===== src/rtl/ps2_mouse_rx_if.sv =====
// Output and line bundle for the PS/2 mouse receiver.
// The receiver side (master) samples the PS/2 lines and drives the cursor/status outputs.
interface ps2_mouse_rx_if;
    logic       PS2_CLK;
    logic       PS2_DAT;
    logic [7:0] MouseButtons;
    logic [9:0] BallX;
    logic [9:0] BallY;
    logic       packet_valid;
    logic       frame_err;

    modport master (
        input  PS2_CLK,
        input  PS2_DAT,
        output MouseButtons,
        output BallX,
        output BallY,
        output packet_valid,
        output frame_err
    );

    modport slave (
        output PS2_CLK,
        output PS2_DAT,
        input  MouseButtons,
        input  BallX,
        input  BallY,
        input  packet_valid,
        input  frame_err
    );
endinterface


===== src/rtl/ps2_mouse_rx.sv =====
// Receive-only PS/2 mouse decoder: synchronizes and filters the PS/2 lines, frames
// 11-bit bytes, assembles 3-byte movement packets and tracks a clamped cursor position.
module ps2_mouse_rx #(
    parameter int unsigned FILTER_LEN  = 8,
    parameter int unsigned TIMEOUT_CYC = 50000,
    parameter int unsigned X_MAX       = 639,
    parameter int unsigned Y_MAX       = 479,
    parameter int unsigned X_INIT      = 320,
    parameter int unsigned Y_INIT      = 240
) (
    input logic            Clk,
    input logic            Reset,
    ps2_mouse_rx_if.master bus
);

    localparam int unsigned FiltCntW = $clog2(FILTER_LEN + 1);
    localparam int unsigned ToCntW   = $clog2(TIMEOUT_CYC + 1);
    localparam logic signed [10:0] XMaxS = 11'(X_MAX);
    localparam logic signed [10:0] YMaxS = 11'(Y_MAX);

    typedef enum logic [1:0] {StIdle, StData, StParity, StStop} state_e;

    // Two-flop synchronizers (idle-high lines)
    logic ps2c_s1_q, ps2c_s2_q, ps2d_s1_q, ps2d_s2_q;

    // Glitch filter on the synchronized clock
    logic                filt_clk_q;
    logic [FiltCntW-1:0] filt_cnt_q;
    logic                filt_hit;
    logic                strobe;

    // Byte framing and packet assembly
    state_e            state_q;
    logic [2:0]        bit_cnt_q;
    logic [7:0]        shift_q;
    logic              par_ok_q;
    logic              byte_vld_q;
    logic [ToCntW-1:0] to_cnt_q;
    logic              timeout;
    logic [1:0]        idx_q;
    logic [3:0]        b0_hi_q;   // byte0 bits [7:4]: Y ovf, X ovf, Y sign, X sign
    logic [2:0]        btn_q;     // byte0 bits [2:0]
    logic [7:0]        b1_q;

    // Registered outputs
    logic [7:0] buttons_q;
    logic [9:0] ball_x_q, ball_y_q;
    logic       packet_valid_q, frame_err_q;

    // Next cursor position from the buffered packet (byte2 is still in shift_q)
    logic signed [10:0] dx_ext, dy_ext, sum_x, sum_y;
    logic [9:0]         new_x, new_y;

    assign filt_hit = (ps2c_s2_q != filt_clk_q) && (filt_cnt_q == FiltCntW'(FILTER_LEN - 1));
    // Filtered clock about to fall: sample data this cycle
    assign strobe   = filt_hit && filt_clk_q;
    assign timeout  = (to_cnt_q == ToCntW'(TIMEOUT_CYC)) && ((state_q != StIdle) || (idx_q != 2'd0));

    // Synchronize the asynchronous PS/2 lines
    always_ff @(posedge Clk or posedge Reset) begin
        if (Reset) begin
            ps2c_s1_q <= 1'b1;
            ps2c_s2_q <= 1'b1;
            ps2d_s1_q <= 1'b1;
            ps2d_s2_q <= 1'b1;
        end else begin
            ps2c_s1_q <= bus.PS2_CLK;
            ps2c_s2_q <= ps2c_s1_q;
            ps2d_s1_q <= bus.PS2_DAT;
            ps2d_s2_q <= ps2d_s1_q;
        end
    end

    // Accept a new clock level only after FILTER_LEN consecutive differing samples
    always_ff @(posedge Clk or posedge Reset) begin
        if (Reset) begin
            filt_clk_q <= 1'b1;
            filt_cnt_q <= '0;
        end else if (ps2c_s2_q == filt_clk_q) begin
            filt_cnt_q <= '0;
        end else if (filt_hit) begin
            filt_clk_q <= ps2c_s2_q;
            filt_cnt_q <= '0;
        end else begin
            filt_cnt_q <= filt_cnt_q + 1'b1;
        end
    end

    // Signed deltas with overflow suppression, then clamp the new cursor position
    always_comb begin
        dx_ext = b0_hi_q[2] ? 11'sd0 : {{3{b0_hi_q[0]}}, b1_q};
        dy_ext = b0_hi_q[3] ? 11'sd0 : {{3{b0_hi_q[1]}}, shift_q};
        sum_x  = $signed({1'b0, ball_x_q}) + dx_ext;
        sum_y  = $signed({1'b0, ball_y_q}) - dy_ext;
        if (sum_x < 0)          new_x = '0;
        else if (sum_x > XMaxS) new_x = XMaxS[9:0];
        else                    new_x = sum_x[9:0];
        if (sum_y < 0)          new_y = '0;
        else if (sum_y > YMaxS) new_y = YMaxS[9:0];
        else                    new_y = sum_y[9:0];
    end

    // Byte FSM, timeout, packet assembly and registered outputs
    always_ff @(posedge Clk or posedge Reset) begin
        if (Reset) begin
            state_q        <= StIdle;
            bit_cnt_q      <= '0;
            shift_q        <= '0;
            par_ok_q       <= 1'b0;
            byte_vld_q     <= 1'b0;
            to_cnt_q       <= '0;
            idx_q          <= 2'd0;
            b0_hi_q        <= '0;
            btn_q          <= '0;
            b1_q           <= '0;
            buttons_q      <= '0;
            ball_x_q       <= 10'(X_INIT);
            ball_y_q       <= 10'(Y_INIT);
            packet_valid_q <= 1'b0;
            frame_err_q    <= 1'b0;
        end else begin
            byte_vld_q     <= 1'b0;
            packet_valid_q <= 1'b0;
            frame_err_q    <= 1'b0;

            if (strobe || timeout) begin
                to_cnt_q <= '0;
            end else if (to_cnt_q != ToCntW'(TIMEOUT_CYC)) begin
                to_cnt_q <= to_cnt_q + 1'b1;
            end

            if (timeout) begin
                state_q     <= StIdle;
                idx_q       <= 2'd0;
                frame_err_q <= 1'b1;
            end else if (strobe) begin
                unique case (state_q)
                    StIdle: begin
                        if (!ps2d_s2_q) begin
                            state_q   <= StData;
                            bit_cnt_q <= '0;
                        end
                    end
                    StData: begin
                        shift_q <= {ps2d_s2_q, shift_q[7:1]};
                        if (bit_cnt_q == 3'd7) state_q <= StParity;
                        else                   bit_cnt_q <= bit_cnt_q + 1'b1;
                    end
                    StParity: begin
                        par_ok_q <= ^{shift_q, ps2d_s2_q};
                        state_q  <= StStop;
                    end
                    StStop: begin
                        state_q <= StIdle;
                        if (par_ok_q && ps2d_s2_q) begin
                            byte_vld_q <= 1'b1;
                        end else begin
                            frame_err_q <= 1'b1;
                            idx_q       <= 2'd0;
                        end
                    end
                    default: state_q <= StIdle;
                endcase
            end else if (byte_vld_q) begin
                unique case (idx_q)
                    2'd0: begin
                        // Byte0 must carry the always-one sync bit
                        if (shift_q[3]) begin
                            b0_hi_q <= shift_q[7:4];
                            btn_q   <= shift_q[2:0];
                            idx_q   <= 2'd1;
                        end
                    end
                    2'd1: begin
                        b1_q  <= shift_q;
                        idx_q <= 2'd2;
                    end
                    2'd2: begin
                        buttons_q      <= {5'b0, btn_q};
                        ball_x_q       <= new_x;
                        ball_y_q       <= new_y;
                        packet_valid_q <= 1'b1;
                        idx_q          <= 2'd0;
                    end
                    default: idx_q <= 2'd0;
                endcase
            end
        end
    end

    assign bus.MouseButtons = buttons_q;
    assign bus.BallX        = ball_x_q;
    assign bus.BallY        = ball_y_q;
    assign bus.packet_valid = packet_valid_q;
    assign bus.frame_err    = frame_err_q;

endmodule


===== src/flat_wrapper.sv =====
// flat-port wrapper written by rule: the top's interface ports become plain ports
module ps2_mouse_rx_flat 
#(
    parameter int unsigned FILTER_LEN  = 8,
    parameter int unsigned TIMEOUT_CYC = 50000,
    parameter int unsigned X_MAX       = 639,
    parameter int unsigned Y_MAX       = 479,
    parameter int unsigned X_INIT      = 320,
    parameter int unsigned Y_INIT      = 240
)
  (Clk, Reset, bus_PS2_CLK, bus_PS2_DAT, bus_MouseButtons, bus_BallX, bus_BallY, bus_packet_valid, bus_frame_err);
  ps2_mouse_rx_if bus_i ();
  input logic Clk;
  input logic Reset;
  input wire logic [$bits(bus_i.PS2_CLK)-1:0] bus_PS2_CLK;
  input wire logic [$bits(bus_i.PS2_DAT)-1:0] bus_PS2_DAT;
  output wire logic [$bits(bus_i.MouseButtons)-1:0] bus_MouseButtons;
  output wire logic [$bits(bus_i.BallX)-1:0] bus_BallX;
  output wire logic [$bits(bus_i.BallY)-1:0] bus_BallY;
  output wire logic [$bits(bus_i.packet_valid)-1:0] bus_packet_valid;
  output wire logic [$bits(bus_i.frame_err)-1:0] bus_frame_err;
  assign bus_i.PS2_CLK = bus_PS2_CLK;
  assign bus_i.PS2_DAT = bus_PS2_DAT;
  assign bus_MouseButtons = bus_i.MouseButtons;
  assign bus_BallX = bus_i.BallX;
  assign bus_BallY = bus_i.BallY;
  assign bus_packet_valid = bus_i.packet_valid;
  assign bus_frame_err = bus_i.frame_err;
  ps2_mouse_rx #(.FILTER_LEN(FILTER_LEN), .TIMEOUT_CYC(TIMEOUT_CYC), .X_MAX(X_MAX), .Y_MAX(Y_MAX), .X_INIT(X_INIT), .Y_INIT(Y_INIT)) u_core (.Clk(Clk), .Reset(Reset), .bus(bus_i));
endmodule

===== config.mk =====
export PLATFORM = sky130hd
export DESIGN_NAME = ps2_mouse_rx_flat
export DESIGN_NICKNAME = d
export VERILOG_FILES = /design/src/rtl/ps2_mouse_rx_if.sv /design/src/rtl/ps2_mouse_rx.sv /design/src/flat_wrapper.sv
export SDC_FILE = /design/constraint.sdc
export NUM_CORES = 1
export LEC_CHECK = 0
export CAP_MARGIN = 20
export CORE_MARGIN = 3
export CORE_UTILIZATION = 35
export DETAILED_ROUTE_END_ITERATION = 8
export GPL_TIMING_DRIVEN = 0
export PLACE_DENSITY = 0.53
export SLEW_MARGIN = 20
export SYNTH_ARGS = -nofsm -noshare
export SYNTH_HDL_FRONTEND = slang
export SYNTH_SLANG_ARGS = --single-unit

===== constraint.sdc =====
create_clock -name Clk -period 3 [get_ports Clk]
set_clock_uncertainty 0.15 [all_clocks]
set_input_delay 0.45 -clock Clk [delete_from_list [all_inputs] [get_ports Clk]]
set_output_delay 0.45 -clock Clk [all_outputs]
set_load 0.02 [all_outputs]

==> results of run 1 <==
-- state kept, by name (all words and copies together), names as in the netlist, 2 cells and up --
signal	count
u_core.filt_cnt_q	4
u_core.b1_q	8
u_core.bus.BallY	10
u_core.idx_q	2
u_core.shift_q	8
u_core.to_cnt_q	16
u_core.state_q	2
u_core.bus.BallX	10
u_core.bus.MouseButtons	3
u_core.bit_cnt_q	3
u_core.btn_q	3
u_core.b0_hi_q	4
-- power by group through the flow --
stage	combinational (mW)	sequential, mW	clock [mW]
2_1_floorplan	0.127	1.23	0
3_3_place_gp	0.148	1.25	0
3_5_place_dp	0.160	1.25	0
4_1_cts	0.159	1.23	1.19
5_1_grt	0.183	1.24	1.23
6_report	0.155	1.23	1.16
-- routing by layer --
metal | vias up | track usage (%) | wire length (microns) | part of all wire (%)
met4 | 0 | 5.93 | 209 | 1.9
met5 | - | 0 | 0 | 0
li1 | 1780 | - | - | -
met1 | 1823 | 18.9 | 5140 | 48
met2 | 53 | 23.0 | 5080 | 47
met3 | 16 | 1.96 | 299 | 2.8
-- area by class of cell --
type | count | area (sq um) | share of cell area, %
clock buffer | 14 | 274 | 4.58
timing repair buffer | 41 | 402 | 6.71
tap | 176 | 220 | 3.68
buffer | 12 | 85.1 | 1.42
sequential | 82 | 2070 | 34.6
clock inverter | 2 | 35.0 | 0.585
multi-input combinational | 351 | 2810 | 47.0
inverter | 23 | 88.8 | 1.48
-- worst paths after layout --
kind	depth (start not counted)	endpoint	start	slack, ps
worst max-delay path	11	u_core.bus.BallX[5]	u_core.b0_hi_q[2]	90
worst min-delay path	0	u_core.ps2c_s2_q	u_core.ps2c_s1_q	210
worst max register to register	11	u_core.bus.BallX[5]	u_core.b0_hi_q[2]	90
worst min register to register	0	u_core.ps2c_s2_q	u_core.ps2c_s1_q	210
max in group asynchronous	3	u_core.bus.BallY[4]	Reset	1720
min in group asynchronous	2	u_core.state_q[0]	Reset	310
-- per-stage QoR --
step,worst slack (ps),hold WS [ps]
after detailed placement,-173,199
after CTS,1.97,207
after floorplan,191,195
after global routing,1.95,209
after global placement,-1140,197
final,86.8,206
-- Yosys cell counts (3+ instances only) --
cell type,n
dfrtp_1,71
nor2_1,38
ha_1,31
mux2_2,28
nand2_1,23
a21oi_1,22
inv_1,22
xnor2_1,20
nand2b_1,17
xor2_1,13
dfstp_2,11
nand3_1,11
nor2b_1,11
o21ai_0,9
and3_1,8
nor3_1,8
a21o_1,7
a22o_1,7
a221o_1,6
buf_4,5
a211oi_1,4
a22oi_1,4
a32o_1,4
a31o_2,3
and2_1,3
buf_2,3
mux2i_1,3
nand3b_1,3
nand4_1,3
o211ai_1,3
-- kinds of logic (layout without fill, tap and decap cells) --
group	Yosys count	after routing	share of synthesized area, %
adder cells (fa/ha/maj)	33	33	8.64
other	1	5	0.0757
flip-flops	82	82	41.7
AO/OA/AOI/OAI	96	96	14.9
buffers and inverters	35	92	3.46
XOR/XNOR	34	34	6.39
multiplexers	31	31	6.97
AND/OR/NAND/NOR	152	152	17.9
-- timing repair --
action                                  CTS  global route
endpoints found under the hold margin     0             0
buffers inserted                         10             2
cloned                                    0             0
pin swaps                                 6            10
resized for setup                         9            16
endpoints found under the setup margin   15            16
-- worst max-delay path, delay by kind of cell, from the launching register on --
kind,cells,cell delay (ps)
compound gates,4,720
fa+ha+maj,1,240
buf+inv,3,440
flops,1,440
simple gates,3,810
==> impl_results.md, run 1 <==
- Status: complete, no violations
- Area leader, netlist: dfrtp_1
- Vias: around 3700
- Total of max-cap violations: 0
- DRT iter0 DRCs: 149
- Mapped Area: 4950 sq um
- Sw Ratio: between 20 and 25%
- Finished Layout Cells: between 700 and 800
- Clk network pwr share: 45.5%
- Clk sinks: slightly above 80
- Ys async rst share: 100%
- Endpoint class of the critical path: flip-flop
- DP HPWL: 7640 microns
- IO Count: 34
- Peak supply drop: between 0.2 and 0.3 mV
- Die extent in x: roughly 120 microns
- Share of layout cells above drive strength 1: 23.0%
- Final net count: between 500 and 600
- Top_reg_cell synth: dfrtp_1
- Global-route wire length before repair: about 18000 microns
- Final wirelength: between 10000 and 15000 microns
- Filler cell count: between 1000 and 1500
- Fin crit share: between 90% and 100%
- Row count: 42
- Flop pwr share: 48.4%
- Final min period: 2910 ps
- Hold_buf cts: 0
- Setup TNS: 0 ps
- Commonest non-fill, non-tap cell in the layout: dfrtp_1
- Ant. Diodes: 0
- Ys Warns: 0
- Skew-Pair Late Insertion Delay: ~340 ps
- Total chip power: between 2 and 3 mW
- Count of cell types in the netlist: 80
- Longest Clk Path Bufs: 2
- Die height: between 100 and 150 microns
- Number of flops mapped to enable cells by yosys: 0
- RSZ-0062 raised after global routing: false
- Avg Synthesized Cell Area: around 11 sq um
- CTS tree: done
- Comb pwr share: between 6 and 7%
- Critical-path top delay cell: or4_4
- Commonest cells after routing, fill and taps aside: dfrtp_1, nor2_1, ha_1
- H-tree levels: 3
- DRC violations left: 0
- Vias per cell: roughly 5.2
- PD cells: between 400 and 500 nW/um^2
- Final number of setup-violating endpoints: 0
- Final Max Tran Viols: 0
- Fmax: 343 MHz
- Mapped Cells: around 460
- Buffers on Ports: 28
- Clock Root Buffer: clkbuf_16
- Layout Cell Area excl Fill: 5990 sq um
- Net Sw Power: between 500 and 600 uW
- Worst-path cell chain: buf_4, nor2b_1, ha_1, buf_6, and3_4, a22o_1, or4_4, a22oi_4, a211oi_4, buf_6, a221o_1
- Die area: ~16000 sq um
- Worst Path Max Fanout: 8
- RePlAce Congestion: around 0.9
- Placed cell area: between 5000 and 6000 sq um
- Final Util: between 40% and 50%
- Vias in the first global route: approximately 3700
- Crit path kind: reg2reg
- #FFs+latches synth: 82
- Initial antenna violation count: 0
- Number of buffers created by CTS: 9
- Slew HR: about 62%
- Slew at the pin closest to its max-slew limit: approximately 570 ps
- Top cells by area, synth: dfrtp_1, ha_1, mux2_2
- CP Data Required Time: a little over 3000 ps
- Worst hold path class: reg2reg
- Syn-to-layout area delta: 20.9%
- Total Routing Usage GR: between 10 and 15%
- Leak Pwr: approximately 2.8 nW
- Clock transition at path regs: 60 ps
- Register area share after synthesis: 41.7%
- Placed cell count: approximately 670
- Initial Util: between 30% and 40%
- Crit path arrival time: slightly below 3000 ps
- Pin count of the biggest net entering global routing: between 50 and 60
- Final hold vios: 0
- Detailed Routing Iterations Pass 1: 4
- Global route total overflow: 0
- Internal: 1.96 mW
- DRT antenna net count: 0
- Area share of the largest cell type after synthesis: a little over a third
- Worst setup SP type: flip-flop
- Critical Path Max Stage Delay: between 500 and 600 ps
- Wirelength per Cell: between 15 and 20 microns
- Core area: around 14000 sq um
- Most repeated library cell on the critical path: buf_6
(Power assumes the default switching activity.)
==> run 2: changes to the inputs <==
--- a/config.mk
+++ b/config.mk
@@ -5,12 +5,13 @@
 export SDC_FILE = /design/constraint.sdc
 export NUM_CORES = 1
 export LEC_CHECK = 0
+export ABC_CLOCK_PERIOD_IN_PS = 3000
 export CAP_MARGIN = 20
 export CORE_MARGIN = 3
-export CORE_UTILIZATION = 35
+export CORE_UTILIZATION = 40
 export DETAILED_ROUTE_END_ITERATION = 8
 export GPL_TIMING_DRIVEN = 0
-export PLACE_DENSITY = 0.53
+export PLACE_DENSITY = 0.59
 export SLEW_MARGIN = 20
 export SYNTH_ARGS = -nofsm -noshare
 export SYNTH_HDL_FRONTEND = slang
==> run 2 against run 1 <==
Effect of this change: core utilization increased by 4.7 points; cell count decreased by 1.6%; count of clock-buffer cells in the layout decreased by 5; flip-flop and latch count unchanged; die area decreased by 12%; via count decreased by 2.0%; non-clock buffer count decreased by 3; clock power decreased by 9%; final area decreased by 1.5%; global-route usage increased by 1.4 points; sequential power about the same.
==> impl_results.md, run 2 (synthesis gave the netlist of run 1 again) <==
- Initial Util: 41.1% (+4.5 points)
- Syn-to-layout area delta: 19.1%
- Total of max-cap violations: 0 (unchanged)
- Vias in the first global route: 3443 (-7.1%)
- Final Max Tran Viols: 0 (unchanged)
- Global route total overflow: 0 (unchanged)
- Buffers on Ports: 28 (unchanged)
- Endpoint class of the critical path: flip-flop
- Final min period: 2910 ps (+0.0465 ps)
- Placed cell area: 5490 sq um (-0.18%)
- DP HPWL: 7270 microns (-4.8%)
- Commonest cells after routing, fill and taps aside: dfrtp_1, nor2_1, ha_1
- Ant. Diodes: 0 (unchanged)
- Clk sinks: 82 (unchanged)
- Skew-Pair Late Insertion Delay: 350 ps (about the same)
- Flop2flop setup slack: 90 ps (about the same)
- Fin crit share: 97.1% (about the same)
- Initial antenna violation count: 0 (unchanged)
- DRT iter0 DRCs: 158 (+6.0%)
- Die height: 117 microns (-6.1%)
- Crit path kind: reg2reg
- Max reg flops: 16 (unchanged)
- Share of layout cells above drive strength 1: 23.2% (+0.13 points)
- CP Data Required Time: 3080 ps (about the same)
- Leak Pwr: 2.74 nW (-2.0%)
- Filler cell count: 1116 (-14%)
- Clock transition at path regs: 60 ps (about the same)
- Final hold vios: 0 (unchanged)
- DRT antenna net count: 0 (unchanged)
- Commonest non-fill, non-tap cell in the layout: dfrtp_1
- Row count: 40 (-4.8%)
- Die extent in x: 117 microns (-6.1%)
- Peak supply drop: 0.246 mV (-11%)
- Worst setup SP type: flip-flop
- Clock Root Buffer: clkbuf_16
- Final wirelength: 10200 microns (-4.9%)
- Wirelength per Cell: 14.8 microns (-3.4%)
- H-tree levels: 3 (unchanged)
- Status: complete, no violations
- Largest Register: u_core.to_cnt_q
- Detailed Routing Iterations Pass 1: 4 (unchanged)
- Total Routing Usage GR: 15.4% (+1.4 points)
- Layout Cell Area excl Fill: 5900 sq um (-1.5%)
- RePlAce Congestion: 0.809 (-10%)
- Final Util: 48.9% (+4.7 points)
- Worst hold path class: reg2reg
- Number of buffers created by CTS: 9 (unchanged)
- Slew at the pin closest to its max-slew limit: 543 ps (-29.7 ps)
- Core area: 12100 sq um (-11%)
- IO Count: 34 (unchanged)
- Vias per cell: 5.22 (-0.40%)
- DRC violations left: 0 (unchanged)
- Longest Clk Path Bufs: 2 (unchanged)
- Global-route wire length before repair: 16700 microns (-7.9%)
- Final number of setup-violating endpoints: 0 (unchanged)
- Die area: 13800 sq um (-12%)
- Pin count of the biggest net entering global routing: 55 (+3.8%)
- Vias: 3600 (-2.0%)
- Worst Path Max Fanout: 8 (unchanged)
- Fmax: 343 MHz (about the same)
- Slew HR: 63.8% (+2.0 points)
- PD cells: 413 nW/um^2 (-2.8%)
- Final net count: 554 (-0.54%)
- CTS tree: done
- Crit path arrival time: 2990 ps (about the same)
-- run 2: final cells by class --
class	count	area [sq um]	share of cell area [%]
plain buffers	12	85.1	1.44
clock buffers	9	225	3.82
clock inverters	7	52.6	0.891
inverters	23	88.8	1.51
multi-input cells	351	2790	47.3
flip-flops and latches	82	2070	35.1
well taps	168	210	3.56
repair buffers	38	379	6.43
-- run 2: routing by layer --
metal  vias up  share of wire (%)  global-route usage [%]
li1       1787                  -                       -
met1      1743                 49                    21.4
met2        55                 45                    23.5
met3        15                3.1                    3.03
met4         0                2.1                    6.65
met5         -                  0                       0
-- run 2: final timing paths --
| check | start | endpoint | cells after the start |
|---|---|---|---|
| max in group asynchronous | Reset | u_core.bus.BallX[8] | 3 |
| setup reg to reg | u_core.b0_hi_q[2] | u_core.bus.BallX[1] | 11 |
| hold / removal | u_core.ps2d_s1_q | u_core.ps2d_s2_q | 0 |
| setup / recovery | u_core.b0_hi_q[2] | u_core.bus.BallX[1] | 11 |
| hold reg to reg | u_core.ps2d_s1_q | u_core.ps2d_s2_q | 0 |
| min in group asynchronous | Reset | u_core.filt_cnt_q[2] | 2 |
-- run 2: timing repair --
| item | 4_1_cts | 5_1_grt |
|---|---|---|
| cloned | 0 | 0 |
| resized for setup | 4 | 17 |
| hold buffers | 0 | 0 |
| endpoints found under the setup margin | 14 | 15 |
| pin swaps | 3 | 6 |
| buffers inserted | 4 | 5 |
-- run 2: worst max-delay path, stage by stage, from the launching register on --
cell and delay [ps]:
dfrtp_2 430, buf_4 160, nor2b_4 100, ha_1 230, buf_6 140, and3_4 180, a22o_1 260, or4_4 510
a22oi_4 180, a211oi_4 50, buf_6 140, a211o_1 270
-- run 2: through the flow --
step	worst slack, ps	TNS [ps]	hold slack, ps	power [mW]	cells
final	86.7	0	208	2.43	690
after global routing	-11.0	-23.4	215	2.56	690
after CTS	4.87	0	208	2.47	685
after detailed placement	-157	-1300	199	1.41	665
after global placement	-1090	-80850	198	1.39	664
after floorplan	191	0	195	1.36	468
-- run 2: power by group --
part	internal, mW	total, mW	switching (mW)
Combinational	0.0756	0.156	0.0807
Clock	0.565	1.05	0.482
Sequential	1.17	1.23	0.0623
